File: config.mk
export PLATFORM = sky130hd
export DESIGN_NAME = evg_event_arbiter_flat
export DESIGN_NICKNAME = d
export VERILOG_FILES = /design/src/rtl/evg_pkg.sv /design/src/rtl/evg_event_arbiter_if.sv /design/src/rtl/evg_tod_shifter.sv /design/src/rtl/evg_event_arbiter.sv /design/src/flat_wrapper.sv
export SDC_FILE = /design/constraint.sdc
export NUM_CORES = 1
export LEC_CHECK = 0
export CAP_MARGIN = 20
export CORE_ASPECT_RATIO = 0.7
export CORE_MARGIN = 2
export CORE_UTILIZATION = 30
export CTS_CLUSTER_DIAMETER = 60
export DETAILED_ROUTE_END_ITERATION = 10
export HOLD_SLACK_MARGIN = 0.03
export SKIP_CTS_REPAIR_TIMING = 1
export SLEW_MARGIN = 30
export SYNTH_ARGS = -nofsm -noshare
export SYNTH_HDL_FRONTEND = slang
export SYNTH_SLANG_ARGS = --single-unit
File: constraint.sdc
create_clock -name evgTxClk -period 3.55 [get_ports evgTxClk]
set_input_delay 1.065 -clock evgTxClk [delete_from_list [all_inputs] [get_ports evgTxClk]]
set_output_delay 1.065 -clock evgTxClk [all_outputs]
set_load 0.03 [all_outputs]
File: src/rtl/evg_pkg.sv
// rtl/evg_pkg.sv - event codes, TOD FSM states and counter helper for the event arbiter
package evg_pkg;

  localparam logic [7:0] EVCODE_IDLE         = 8'h00;
  localparam logic [7:0] EVCODE_TOD0         = 8'h70;
  localparam logic [7:0] EVCODE_TOD1         = 8'h71;
  localparam logic [7:0] EVCODE_HEARTBEAT    = 8'h7A;
  localparam logic [7:0] EVCODE_SECONDS_MARK = 8'h7D;

  typedef enum logic [1:0] {
    TOD_IDLE,
    TOD_WAIT_MARK,
    TOD_SHIFT
  } tod_state_t;

  // Several merge/defer events can land in one cycle, so the increment is multi-bit.
  function automatic logic [15:0] sat_add16(input logic [15:0] a, input logic [1:0] inc);
    logic [16:0] s;
    s = {1'b0, a} + {15'b0, inc};
    return s[16] ? 16'hFFFF : s[15:0];
  endfunction

endpackage

File: src/rtl/evg_event_arbiter_if.sv
// rtl/evg_event_arbiter_if.sv - source streams, strobes and framer-side outputs of the event arbiter
interface evg_event_arbiter_if #(
  parameter int TOD_SECONDS_WIDTH = 32
);
  logic [7:0]                   evgSequenceEventTDATA;
  logic                         evgSequenceEventTVALID;
  logic [7:0]                   evgHardwareEventTDATA;
  logic                         evgHardwareEventTVALID;
  logic                         evgHardwareEventTREADY;
  logic [7:0]                   evgSoftwareEventTDATA;
  logic                         evgSoftwareEventTVALID;
  logic                         evgSoftwareEventTREADY;
  logic                         evgHeartbeatRequest;
  logic                         evgPpsStrobe;
  logic [TOD_SECONDS_WIDTH-1:0] evgSecondsNext;
  logic [7:0]                   evgEventCode;
  logic                         evgEventValid;
  logic [15:0]                  evgMergeCount;
  logic [15:0]                  evgDeferCount;

  modport master (
    output evgSequenceEventTDATA, evgSequenceEventTVALID,
    output evgHardwareEventTDATA, evgHardwareEventTVALID,
    input  evgHardwareEventTREADY,
    output evgSoftwareEventTDATA, evgSoftwareEventTVALID,
    input  evgSoftwareEventTREADY,
    output evgHeartbeatRequest, evgPpsStrobe, evgSecondsNext,
    input  evgEventCode, evgEventValid, evgMergeCount, evgDeferCount
  );

  modport slave (
    input  evgSequenceEventTDATA, evgSequenceEventTVALID,
    input  evgHardwareEventTDATA, evgHardwareEventTVALID,
    output evgHardwareEventTREADY,
    input  evgSoftwareEventTDATA, evgSoftwareEventTVALID,
    output evgSoftwareEventTREADY,
    input  evgHeartbeatRequest, evgPpsStrobe, evgSecondsNext,
    output evgEventCode, evgEventValid, evgMergeCount, evgDeferCount
  );
endinterface

File: src/rtl/evg_tod_shifter.sv
// rtl/evg_tod_shifter.sv - TOD seconds serialiser FSM; abort output exists only with EVG_ARB_STATS_EN
module evg_tod_shifter
  import evg_pkg::*;
#(
  parameter int TOD_SECONDS_WIDTH = 32,
  parameter int TOD_BIT_SPACING   = 4
) (
  input  logic                         clk,
  input  logic                         rst,
  input  logic                         i_pps_strobe,
  input  logic [TOD_SECONDS_WIDTH-1:0] i_seconds_next,
  input  logic                         i_mark_grant,
  input  logic                         i_bit_grant,
  output logic                         o_bit_req,
`ifdef EVG_ARB_STATS_EN
  output logic                         o_abort,
`endif
  output logic                         o_bit_value
);

  localparam int CW = $clog2(TOD_SECONDS_WIDTH + 1);
  localparam int SW = (TOD_BIT_SPACING > 1) ? $clog2(TOD_BIT_SPACING) : 1;

  tod_state_t                   r_state;
  logic [TOD_SECONDS_WIDTH-1:0] r_shift;
  logic [CW-1:0]                r_bits_left;
  logic [SW-1:0]                r_space;

  assign o_bit_req   = (r_state == TOD_SHIFT) && (r_space == '0);
  assign o_bit_value = r_shift[TOD_SECONDS_WIDTH-1];
`ifdef EVG_ARB_STATS_EN
  assign o_abort     = i_pps_strobe && (r_state != TOD_IDLE);
`endif

  // A new PPS always wins: any bits still pending belong to a stale second.
  always_ff @(posedge clk or posedge rst) begin
    if (rst) begin
      r_state     <= TOD_IDLE;
      r_shift     <= '0;
      r_bits_left <= '0;
      r_space     <= '0;
    end else if (i_pps_strobe) begin
      r_state     <= TOD_WAIT_MARK;
      r_shift     <= i_seconds_next;
      r_bits_left <= CW'(TOD_SECONDS_WIDTH);
      r_space     <= '0;
    end else begin
      case (r_state)
        TOD_WAIT_MARK: begin
          if (i_mark_grant) begin
            r_state <= TOD_SHIFT;
            r_space <= '0;
          end
        end
        TOD_SHIFT: begin
          if (i_bit_grant) begin
            r_shift     <= r_shift << 1;
            r_bits_left <= r_bits_left - 1'b1;
            r_space     <= SW'(TOD_BIT_SPACING - 1);
            if (r_bits_left == CW'(1)) r_state <= TOD_IDLE;
          end else if (r_space != '0) begin
            r_space <= r_space - 1'b1;
          end
        end
        default: r_state <= TOD_IDLE;
      endcase
    end
  end

endmodule

File: src/rtl/evg_event_arbiter.sv
// rtl/evg_event_arbiter.sv - per-cycle event slot arbiter; EVG_ARB_STATS_EN enables merge/defer counters
module evg_event_arbiter
  import evg_pkg::*;
#(
  parameter int TOD_SECONDS_WIDTH = 32,
  parameter int TOD_BIT_SPACING   = 4
) (
  input  logic              evgTxClk,
  input  logic              evgTxReset,
  evg_event_arbiter_if.slave bus
);

  logic       r_pps_pending;
  logic       r_hb_pending;
  logic       r_rr_last_hw;
  logic [7:0] r_code;
  logic       r_valid;

  logic       w_seq_req;
  logic       w_hw_v;
  logic       w_sw_v;
  logic       w_tod_req;
  logic       w_tod_bit;
  logic [7:0] w_code;
  logic       w_grant_pps;
  logic       w_grant_hb;
  logic       w_grant_hw;
  logic       w_grant_sw;
  logic       w_grant_tod;

  assign w_seq_req = bus.evgSequenceEventTVALID && (bus.evgSequenceEventTDATA != EVCODE_IDLE);
  assign w_hw_v    = bus.evgHardwareEventTVALID;
  assign w_sw_v    = bus.evgSoftwareEventTVALID;

  always_comb begin
    w_code      = EVCODE_IDLE;
    w_grant_pps = 1'b0;
    w_grant_hb  = 1'b0;
    w_grant_hw  = 1'b0;
    w_grant_sw  = 1'b0;
    w_grant_tod = 1'b0;
    if (w_seq_req) begin
      w_code = bus.evgSequenceEventTDATA;
    end else if (r_pps_pending) begin
      w_code      = EVCODE_SECONDS_MARK;
      w_grant_pps = 1'b1;
    end else if (r_hb_pending) begin
      w_code     = EVCODE_HEARTBEAT;
      w_grant_hb = 1'b1;
    end else if (w_hw_v && (!w_sw_v || !r_rr_last_hw)) begin
      w_code     = bus.evgHardwareEventTDATA;
      w_grant_hw = 1'b1;
    end else if (w_sw_v) begin
      w_code     = bus.evgSoftwareEventTDATA;
      w_grant_sw = 1'b1;
    end else if (w_tod_req) begin
      w_code      = w_tod_bit ? EVCODE_TOD1 : EVCODE_TOD0;
      w_grant_tod = 1'b1;
    end
  end

  assign bus.evgHardwareEventTREADY = w_grant_hw;
  assign bus.evgSoftwareEventTREADY = w_grant_sw;
  assign bus.evgEventCode           = r_code;
  assign bus.evgEventValid          = r_valid;

`ifdef EVG_ARB_STATS_EN
  logic w_tod_abort;
`endif

  evg_tod_shifter #(
    .TOD_SECONDS_WIDTH(TOD_SECONDS_WIDTH),
    .TOD_BIT_SPACING  (TOD_BIT_SPACING)
  ) u_tod (
    .clk           (evgTxClk),
    .rst           (evgTxReset),
    .i_pps_strobe  (bus.evgPpsStrobe),
    .i_seconds_next(bus.evgSecondsNext),
    .i_mark_grant  (w_grant_pps),
    .i_bit_grant   (w_grant_tod),
    .o_bit_req     (w_tod_req),
`ifdef EVG_ARB_STATS_EN
    .o_abort       (w_tod_abort),
`endif
    .o_bit_value   (w_tod_bit)
  );

  // A strobe coinciding with its own grant simply re-arms the flag.
  always_ff @(posedge evgTxClk or posedge evgTxReset) begin
    if (evgTxReset) begin
      r_pps_pending <= 1'b0;
      r_hb_pending  <= 1'b0;
      r_rr_last_hw  <= 1'b1;
      r_code        <= EVCODE_IDLE;
      r_valid       <= 1'b0;
    end else begin
      r_pps_pending <= bus.evgPpsStrobe || (r_pps_pending && !w_grant_pps);
      r_hb_pending  <= bus.evgHeartbeatRequest || (r_hb_pending && !w_grant_hb);
      r_code        <= w_code;
      r_valid       <= (w_code != EVCODE_IDLE);
      if (w_hw_v && w_sw_v && (w_grant_hw || w_grant_sw)) r_rr_last_hw <= w_grant_hw;
    end
  end

`ifdef EVG_ARB_STATS_EN
  logic [15:0] r_merge_count;
  logic [15:0] r_defer_count;
  logic [1:0]  w_merge_inc;
  logic [1:0]  w_defer_inc;

  assign w_merge_inc = {1'b0, bus.evgPpsStrobe && r_pps_pending && !w_grant_pps}
                     + {1'b0, bus.evgHeartbeatRequest && r_hb_pending && !w_grant_hb}
                     + {1'b0, w_tod_abort};
  assign w_defer_inc = {1'b0, w_hw_v && !w_grant_hw} + {1'b0, w_sw_v && !w_grant_sw};

  always_ff @(posedge evgTxClk or posedge evgTxReset) begin
    if (evgTxReset) begin
      r_merge_count <= '0;
      r_defer_count <= '0;
    end else begin
      r_merge_count <= sat_add16(r_merge_count, w_merge_inc);
      r_defer_count <= sat_add16(r_defer_count, w_defer_inc);
    end
  end

  assign bus.evgMergeCount = r_merge_count;
  assign bus.evgDeferCount = r_defer_count;
`else
  assign bus.evgMergeCount = 16'h0000;
  assign bus.evgDeferCount = 16'h0000;
`endif

endmodule

File: src/flat_wrapper.sv
// flat-port wrapper written by rule: the top's interface ports become plain ports
module evg_event_arbiter_flat import evg_pkg::*;
#(
  parameter int TOD_SECONDS_WIDTH = 32,
  parameter int TOD_BIT_SPACING   = 4
)
  (evgTxClk, evgTxReset, bus_evgSequenceEventTDATA, bus_evgSequenceEventTVALID, bus_evgHardwareEventTDATA, bus_evgHardwareEventTVALID, bus_evgHardwareEventTREADY, bus_evgSoftwareEventTDATA, bus_evgSoftwareEventTVALID, bus_evgSoftwareEventTREADY, bus_evgHeartbeatRequest, bus_evgPpsStrobe, bus_evgSecondsNext, bus_evgEventCode, bus_evgEventValid, bus_evgMergeCount, bus_evgDeferCount);
  evg_event_arbiter_if #(.TOD_SECONDS_WIDTH(TOD_SECONDS_WIDTH)) bus_i ();
  input  logic evgTxClk;
  input  logic evgTxReset;
  input wire logic [$bits(bus_i.evgSequenceEventTDATA)-1:0] bus_evgSequenceEventTDATA;
  input wire logic [$bits(bus_i.evgSequenceEventTVALID)-1:0] bus_evgSequenceEventTVALID;
  input wire logic [$bits(bus_i.evgHardwareEventTDATA)-1:0] bus_evgHardwareEventTDATA;
  input wire logic [$bits(bus_i.evgHardwareEventTVALID)-1:0] bus_evgHardwareEventTVALID;
  output wire logic [$bits(bus_i.evgHardwareEventTREADY)-1:0] bus_evgHardwareEventTREADY;
  input wire logic [$bits(bus_i.evgSoftwareEventTDATA)-1:0] bus_evgSoftwareEventTDATA;
  input wire logic [$bits(bus_i.evgSoftwareEventTVALID)-1:0] bus_evgSoftwareEventTVALID;
  output wire logic [$bits(bus_i.evgSoftwareEventTREADY)-1:0] bus_evgSoftwareEventTREADY;
  input wire logic [$bits(bus_i.evgHeartbeatRequest)-1:0] bus_evgHeartbeatRequest;
  input wire logic [$bits(bus_i.evgPpsStrobe)-1:0] bus_evgPpsStrobe;
  input wire logic [$bits(bus_i.evgSecondsNext)-1:0] bus_evgSecondsNext;
  output wire logic [$bits(bus_i.evgEventCode)-1:0] bus_evgEventCode;
  output wire logic [$bits(bus_i.evgEventValid)-1:0] bus_evgEventValid;
  output wire logic [$bits(bus_i.evgMergeCount)-1:0] bus_evgMergeCount;
  output wire logic [$bits(bus_i.evgDeferCount)-1:0] bus_evgDeferCount;
  assign bus_i.evgSequenceEventTDATA = bus_evgSequenceEventTDATA;
  assign bus_i.evgSequenceEventTVALID = bus_evgSequenceEventTVALID;
  assign bus_i.evgHardwareEventTDATA = bus_evgHardwareEventTDATA;
  assign bus_i.evgHardwareEventTVALID = bus_evgHardwareEventTVALID;
  assign bus_evgHardwareEventTREADY = bus_i.evgHardwareEventTREADY;
  assign bus_i.evgSoftwareEventTDATA = bus_evgSoftwareEventTDATA;
  assign bus_i.evgSoftwareEventTVALID = bus_evgSoftwareEventTVALID;
  assign bus_evgSoftwareEventTREADY = bus_i.evgSoftwareEventTREADY;
  assign bus_i.evgHeartbeatRequest = bus_evgHeartbeatRequest;
  assign bus_i.evgPpsStrobe = bus_evgPpsStrobe;
  assign bus_i.evgSecondsNext = bus_evgSecondsNext;
  assign bus_evgEventCode = bus_i.evgEventCode;
  assign bus_evgEventValid = bus_i.evgEventValid;
  assign bus_evgMergeCount = bus_i.evgMergeCount;
  assign bus_evgDeferCount = bus_i.evgDeferCount;
  evg_event_arbiter #(.TOD_SECONDS_WIDTH(TOD_SECONDS_WIDTH), .TOD_BIT_SPACING(TOD_BIT_SPACING)) u_core (.evgTxClk(evgTxClk), .evgTxReset(evgTxReset), .bus(bus_i));
endmodule
== Yosys cells after proc, flatten, opt, wreduce, memory -nomap -nowiden ==
Cells that the tools add are included.

* Reduce and logical (&&, ||, !) cells: 25
* $add $sub $neg: 2
* Mux-type cells: 43
* Equality and inequality tests: 7

{| class="wikitable"
|+ Operator list
! operator !! count
|-
| $mux W32 || 3
|-
| $mux W8 || 6
|-
| $mux W1 || 21
|-
| $mux W6 || 3
|-
| $mux W2 || 8
|-
| $reduce_bool A8 Y1 || 2
|-
| $pmux W2 S2 || 2
|-
| $logic_and A1 B1 Y1 || 7
|-
| $eq A6 B1 Y1 const B || 1
|-
| $ne A3 B2 Y1 const B || 2
|-
| $reduce_and A3 Y1 || 2
|-
| $reduce_bool A2 Y1 || 3
|-
| $sub A6 B1 Y6 const B || 1
|-
| $logic_not A1 Y1 || 4
|-
| $logic_or A1 B1 Y1 || 4
|-
| $ne A4 B3 Y1 const B || 1
|-
| $ne A3 B3 Y1 const B || 1
|-
| $reduce_bool A3 Y1 || 1
|-
| $eq A2 B1 Y1 const B || 1
|-
| $eq A2 B2 Y1 const B || 1
|-
| $logic_not A2 Y1 || 1
|-
| $reduce_and A2 Y1 || 1
|-
| $sub A2 B1 Y2 const B || 1
|}

* Flip-flop bits (word level): 54
* Output and inout bits: 43
* Word-level logic and storage cells: 86
* Bits of input ports: 63

== Depth between registers and ports, before layout ==
Gate-level depths: netlist (run 1).

* Word-level depth: 11
* Mapped depth: 8
* Gate-level depth less buffers: 7

== By module ==
From an unflattened synthesis (run 1), not the netlist that was laid out.

* Cells, all modules: 311
* Area, all modules: 3,131.8 um2

{| class="wikitable"
|+ By module, submodules not included
! module !! sequential area each (um2) !! cells each !! times used !! area an instance (um2)
|-
| evg_tod_shifter || 1,051.0 || 201 || 1 || 2,132.0
|-
| evg_event_arbiter || 301.5 || 110 || 1 || 999.7
|}

== Least setup slack after synthesis (run 1) ==
Ideal clock, no wire load.

* Path kind: input to output
* Start point: input port bus_evgSequenceEventTDATA[3]
* End point: output port bus_evgSoftwareEventTREADY
* Cell stages on the path: 5
* Data required time: 2.485 ns
* Arrival: 2.745 ns
* Path buffers: 1
* Slack: -0.260 ns
* Cell sequence: or4_4 o31ai_4 clkbuf_1 nand3_1 nor2_1

* Longest elaborated chain between the ends: 3

{| class="wikitable"
|+ Ends and longest elaborated chain
! what !! RTL line !! text
|-
| start: declaration || flat_wrapper.sv:11 || <nowiki>input wire logic [$bits(bus_i.evgSequenceEventTDATA)-1:0] bus_evgSequenceEventTDATA;</nowiki>
|-
| $reduce_bool A8 Y1 || evg_event_arbiter.sv:31 || <nowiki>assign w_seq_req = bus.evgSequenceEventTVALID && (bus.evgSequenceEventTDATA != EVCODE_IDLE);</nowiki>
|-
| $logic_and A1 B1 Y1 || evg_event_arbiter.sv:31 ||
|-
| $mux W1 || evg_event_arbiter.sv:42 || <nowiki>if (w_seq_req) begin</nowiki>
|-
| end: declaration || flat_wrapper.sv:18 || <nowiki>output wire logic [$bits(bus_i.evgSoftwareEventTREADY)-1:0] bus_evgSoftwareEventTREADY;</nowiki>
|}

No other way between the ends.

== Final worst setup path (run 1) ==
Ends and elaborated chain as after synthesis.

==> results of run 1 <==
## stage by stage
step | area [um2] | cells
finish | 3940 | 509
global route | 3940 | 509
CTS | 3918 | 508
detailed placement | 3745 | 500
global placement | 3745 | 500
floorplan | 3058 | 333
## cells in the mapped netlist, types with 3 or more instances
master and instances:
nand3_1 3, nand2b_1 3, o21ai_0 41, a21o_1 3, buf_4 32, clkbuf_1 12, inv_1 8, a21oi_1 4
nand4_1 4, a221oi_1 3, mux2i_1 32, or3_1 3, nor2b_1 3, ha_1 3, dfrtp_1 53, nand2_1 39
nor2_1 13
## per-layer routing
metal,vias up,track usage,share of wire
met5,-,0,0
met4,0,0.03448,0.011
met3,6,0.02632,0.039
met2,49,0.1910,0.44
met1,1059,0.1786,0.51
li1,1146,-,-
## state kept, by name (all words and copies together), names as in the netlist, 2 cells and up
name	count
u_core.u_tod.r_space	2
u_core.u_tod.r_shift	32
u_core.u_tod.r_bits_left	6
u_core.bus.evgEventCode	8
u_core.u_tod.r_state	2
## cells by family after synthesis
group | share of synthesized area
simple gates | 0.1327
compound gates | 0.1494
buf+inv | 0.1135
flops | 0.4614
mux | 0.1169
xor+xnor | 0.01195
fa+ha+maj | 0.01281
other cells | 0.001279
## power by group
group	internal [mW]	leakage, nW	switching, mW
combinational	0.125	1.17	0.153
sequential	0.663	0.649	0.0262
clock	0.337	0.0844	0.226
total	1.12	1.90	0.405
## worst paths after layout
check                                             start                    endpoint  slack [ns]
min                                 u_core.r_rr_last_hw         u_core.r_rr_last_hw        0.50
max reg2reg                     u_core.u_tod.r_space[0]    u_core.u_tod.r_shift[24]        1.29
max in group asynchronous                    evgTxReset     u_core.u_tod.r_space[1]        1.81
min reg2reg                         u_core.r_rr_last_hw         u_core.r_rr_last_hw        0.50
max                        bus_evgSequenceEventTDATA[3]  bus_evgSoftwareEventTREADY        0.03
min in group asynchronous                    evgTxReset    u_core.u_tod.r_shift[27]        1.27
## area by class of cell
type | count | area share
multi-input cells | 223 | 0.3519
flip-flops and latches | 54 | 0.3433
repair buffers | 88 | 0.2128
well taps | 128 | 0.04065
clock buffers | 5 | 0.03176
clock inverters | 3 | 0.01207
inverters | 8 | 0.007621
==> impl_metrics.ini, run 1 <==
[outcome]
outcome = finished, final reports clean

[job]
maxCapViolations = 0

[clocking]
clkLatencyLatePin_ns = 0.29
root_buffer = clkbuf_16
clk_pin_slew_ns = 0.07
clock-sinks = 54
numCtsBuffers = 5
cts_tree = yes
clk_path_buf_depth = 2
htreeDepth = 2

[sta]
slew_headroom = 0.5375
worst_pin_slew_ns = 0.6938
min_period_over_period = 0.9929
rsz0062_at_grt = yes
final-hold-violation-count = 0
finalClockSkew_ns = 0.009733
drv_slew = 0
setup_tns_ns = 0
timing.hold.ws_ns = 0.4954
setup_violations = 0
setup_slack_ns = 0.02507
min_period_ns = 3.525
max_freq_ghz = 0.2837

[route]
drt_iter0_markers = 99
first_pass_iters = 4
route.detailed.drc = 0
final_antenna_net_count = 0
route.vias.total = 2260
avgRoutedWirePerCell_um = 12.75
viasPerCell = 4.440
wirelength_um = 6490

[placement]
place_hpwl_um = 4820
post-place-ws_ns = -0.2996
port_buffers = 73
place.gp.congestion = 0.7713

[floorplan]
placementRows = 30
start_util = 0.3051
die_h_um = 86.71
ios = 106
core_um2 = 9609
die_w_um = 122.2
fp.dieArea_um2 = 10590

[critical_path]
crit_slowest_cell = or4_4
cp_slowest_stage_delay_ns = 0.54
path_max_fanout = 6
crit_chain = buf_6 -> or4_4 -> o31ai_4 -> nand3_2 -> nor2_4 -> buf_6
endpoint_kind = primary output
critical_path_class = in -> out
crit_buf_inv = 2
worstSetupStartpointType = primary input
worst_path_most_repeated_cell = buf_6
crit_family = simple AND/OR/NAND/NOR gates
crit_cells = 6
crit_arrival_ns = 2.46
required_ns = 2.48
reg2reg_depth = 8

[global_routing]
grt_pass1_vias = 2152
grt_pass1_wl_um = 10430
grt_max_degree = 55
grt_usage = 0.1246
antenna_found_initial = 0
grt_overflow = 0

[layout]
fillers = 1021
layout_commonest_cell = clkdlybuf4s50_1
regArea_um2 = 1353
nNetsFinal = 446
diodes = 0
drive_gt1_frac = 0.1129
postLayoutCoreUtil = 0.4100
final_cell_mix = clkdlybuf4s50_1 (63), dfrtp_1 (53), o21ai_0 (41), nand2_1 (39)
multiInputGateArea_um2 = 1386
syn_to_final_growth_pct = 34.40

[synth]
yosys_warnings = 0
synth_edf_count = 0
ys_types = 47
synth_top_area_frac = 0.4524
dominantRegCellSynth = dfrtp_1
synth_top_cells_by_area = dfrtp_1 (45%), mux2i_1 (11%), buf_4 (8.2%), o21ai_0 (7.0%), nand2_1 (5.0%)
ys_seq_area_frac = 0.4614
netlist_instances = 302
syn_area_per_cell_um2 = 9.707
async_flop_share = 1.000
yosysTopAreaCell = dfrtp_1
ys_seq_elements = 54
netlist_area_um2 = 2932

[power_and_ir_drop]
power_density_nw_per_um2 = 388.2
power.leakage_nw = 1.904
p_total_mw = 1.529
irDropWorstVdd_uv = 215.5

[worst_hold_path]
hold_path_class = reg -> reg
hold_depth = 1
No activity file was read; power rests on OpenSTA's default activity.
==> run 2, diff against run 1 <==
--- a/config.mk
+++ b/config.mk
@@ -5,6 +5,7 @@
 export SDC_FILE = /design/constraint.sdc
 export NUM_CORES = 1
 export LEC_CHECK = 0
+export ABC_AREA = 1
 export CAP_MARGIN = 20
 export CORE_ASPECT_RATIO = 0.7
 export CORE_MARGIN = 2
==> run 2 against run 1 <==
- worst hold slack worse by 0.0064 ns
- global-route usage down 0.34 points
- synthesized cell count up 35%
- flip-flop and latch count unchanged
- clock power down 15%
- register-to-register slack better by 0.40 ns
- largest power group unchanged
==> impl_metrics.ini, run 2 <==
[route]
route.detailed.drc = 0
final_antenna_net_count = 0
route.vias.total = 2652
first_pass_iters = 4
viasPerCell = 4.348
avgRoutedWirePerCell_um = 11.03
drt_iter0_markers = 111
wirelength_um = 6726

[clocking]
clk_path_buf_depth = 2
clk_pin_slew_ns = 0.06
root_buffer = clkbuf_16
numCtsBuffers = 5
cts_tree = yes
clock-sinks = 54
clkLatencyLatePin_ns = 0.29
htreeDepth = 2

[sta]
setup_slack_ns = 0.1191
worst_pin_slew_ns = 0.5880
slew_headroom = 0.6066
setup_tns_ns = 0
min_period_ns = 3.431
setup_violations = 0
finalClockSkew_ns = 0.006950
max_freq_ghz = 0.2915
final-hold-violation-count = 0
drv_slew = 0
min_period_over_period = 0.9664

[layout]
nNetsFinal = 543
syn_to_final_growth_pct = 28.81
drive_gt1_frac = 0.07322
fillers = 1035
largest_reg_flops = 32
regMostFlops = u_core.u_tod.r_shift
layout_commonest_cell = nand2_1
postLayoutCoreUtil = 0.3956
final_cell_mix = nand2_1 (91), clkdlybuf4s50_1 (69), inv_1 (57), dfrtp_1 (53), o21ai_1 (33)
diodes = 0

[synth]
yosysMostFrequentCell = nand2_1
netlist_instances = 407
synthTopCellsByCount = nand2_1 (92), inv_1 (59), dfrtp_1 (53)
synth_edf_count = 0
synth_top_area_frac = 0.4201
async_flop_share = 1.000
ys_seq_elements = 54
netlist_area_um2 = 3157
yosys_warnings = 0
yosysTopAreaCell = dfrtp_1
syn_area_per_cell_um2 = 7.756
ys_seq_area_frac = 0.4285
dominantRegCellSynth = dfrtp_1
synth_top_cells_by_area = dfrtp_1 (42%), nand2_1 (11%), buf_4 (8.6%), o211ai_1 (7.1%), inv_1 (7.0%)
ys_types = 33

[critical_path]
endpoint_kind = primary output
crit_chain = clkdlybuf4s50_1 -> nor2_2 -> nand2_1 -> o21ai_2 -> nand2_2 -> inv_2 -> nand2_1 -> inv_1 -> buf_4
critical_path_class = in -> out
required_ns = 2.48
cp_slowest_stage_delay_ns = 0.45
crit_buf_inv = 4
crit_arrival_ns = 2.37
path_max_fanout = 2
crit_family = buffers and inverters
crit_slowest_cell = clkdlybuf4s50_1
worstSetupStartpointType = primary input
worst_path_most_repeated_cell = nand2_1

[placement]
post-place-ws_ns = 0.07913
place_hpwl_um = 4917
place.gp.congestion = 0.7547
port_buffers = 73

[global_routing]
grt_overflow = 0
grt_pass1_wl_um = 11360
antenna_found_initial = 0
grt_pass1_vias = 2396
grt_usage = 0.1213
grt_max_degree = 71

[floorplan]
core_um2 = 10280
placementRows = 31
die_h_um = 89.83
fp.dieArea_um2 = 11370
ios = 106
start_util = 0.3071
die_w_um = 126.6

[power_and_ir_drop]
power_density_nw_per_um2 = 374.0
irDropWorstVdd_uv = 222.6
power.leakage_nw = 1.947

[job]
maxCapViolations = 0

[worst_hold_path]
hold_path_class = reg -> reg

[outcome]
outcome = finished, final reports clean
## run 2: changes by cell type after synthesis, moves of 4 or more
cell / previous run / this run
nand2_1: 39 / 92
inv_1: 8 / 59
o21ai_0: 41 / 6
o21ai_1: 0 / 33
mux2i_1: 32 / 0
o211ai_1: 0 / 30
nand3_1: 3 / 22
nor2_1: 13 / 32
clkbuf_1: 12 / 5
buf_4: 32 / 36
buf_6: 0 / 4
## run 2: worst register-to-register path, delay by kind of cell (launching register included)
family | cells | cell delay [ns]
AO/OA/AOI/OAI | 2 | 0.29
flip-flops | 1 | 0.39
buffers and inverters | 2 | 0.33
AND/OR/NAND/NOR | 4 | 0.64
adder cells (fa/ha/maj) | 1 | 0.14
## run 2: power by group
| part | switching, mW | internal (mW) |
|---|---|---|
| Clock | 0.216 | 0.262 |
| Combinational | 0.206 | 0.143 |
| Sequential | 0.0203 | 0.674 |
| Total | 0.443 | 1.08 |
## run 2: routing by layer
metal  wire length [um]  track usage
met4                 31      0.02198
met5                  0            0
met1               3399       0.1720
met2               2895       0.1814
met3                399      0.04107
## run 2: through the flow
step,cell area (um2),instances,hold WS (ns),power [mW]
2_1_floorplan,3273,438,0.4491,0.9536
3_3_place_gp,3900,601,0.4681,1.048
3_5_place_dp,3900,601,0.4788,1.054
4_1_cts,4044,609,0.4968,1.547
5_1_grt,4066,610,0.5306,1.625
6_report,4066,610,0.4890,1.521
## run 2: logic make-up (layout without fill, tap and decap cells)
logic type               after synthesis  in the layout  share of synthesized area
buffers and inverters                109            149                     0.1823
XOR/XNOR                               2              2                   0.005550
other                                  1             32                   0.001188
AO/OA/AOI/OAI                         78             78                     0.1522
AND/OR/NAND/NOR                      160            160                     0.2184
adder cells (fa/ha/maj)                3              3                    0.01189
flip-flops                            54             54                     0.4285
## run 2: area by class of cell
class                           instances  area (um2)  area share
Multi-Input combinational cell        275        1355      0.3332
Sequential cell                        54        1353      0.3326
Timing Repair Buffer                   80       820.8      0.2018
Inverter                               61       229.0     0.05631
Tap cell                              132       165.2     0.04062
Clock buffer                            5       125.1     0.03077
Clock inverter                          3       18.77    0.004615
## run 2: final timing paths
kind,from,endpoint,slack (ns),cells after the start
max in group asynchronous,evgTxReset,u_core.r_rr_last_hw,2.10,3
min,u_core.u_tod.r_space[1],u_core.u_tod.r_space[1],0.49,2
max reg2reg,u_core.u_tod.r_space[0],u_core.u_tod.r_shift[27],1.69,9
min reg2reg,u_core.u_tod.r_space[1],u_core.u_tod.r_space[1],0.49,2
min in group asynchronous,evgTxReset,u_core.bus.evgEventCode[3],1.15,3
max,bus_evgSequenceEventTDATA[3],bus_evgHardwareEventTREADY,0.12,9
==> run 3, diff against run 2 <==
--- a/config.mk
+++ b/config.mk
@@ -6,7 +6,6 @@
 export NUM_CORES = 1
 export LEC_CHECK = 0
 export ABC_AREA = 1
-export CAP_MARGIN = 20
 export CORE_ASPECT_RATIO = 0.7
 export CORE_MARGIN = 2
 export CORE_UTILIZATION = 30
==> results of run 3 <==
The final DEF is identical to that of run 2; final timing and power are the same.
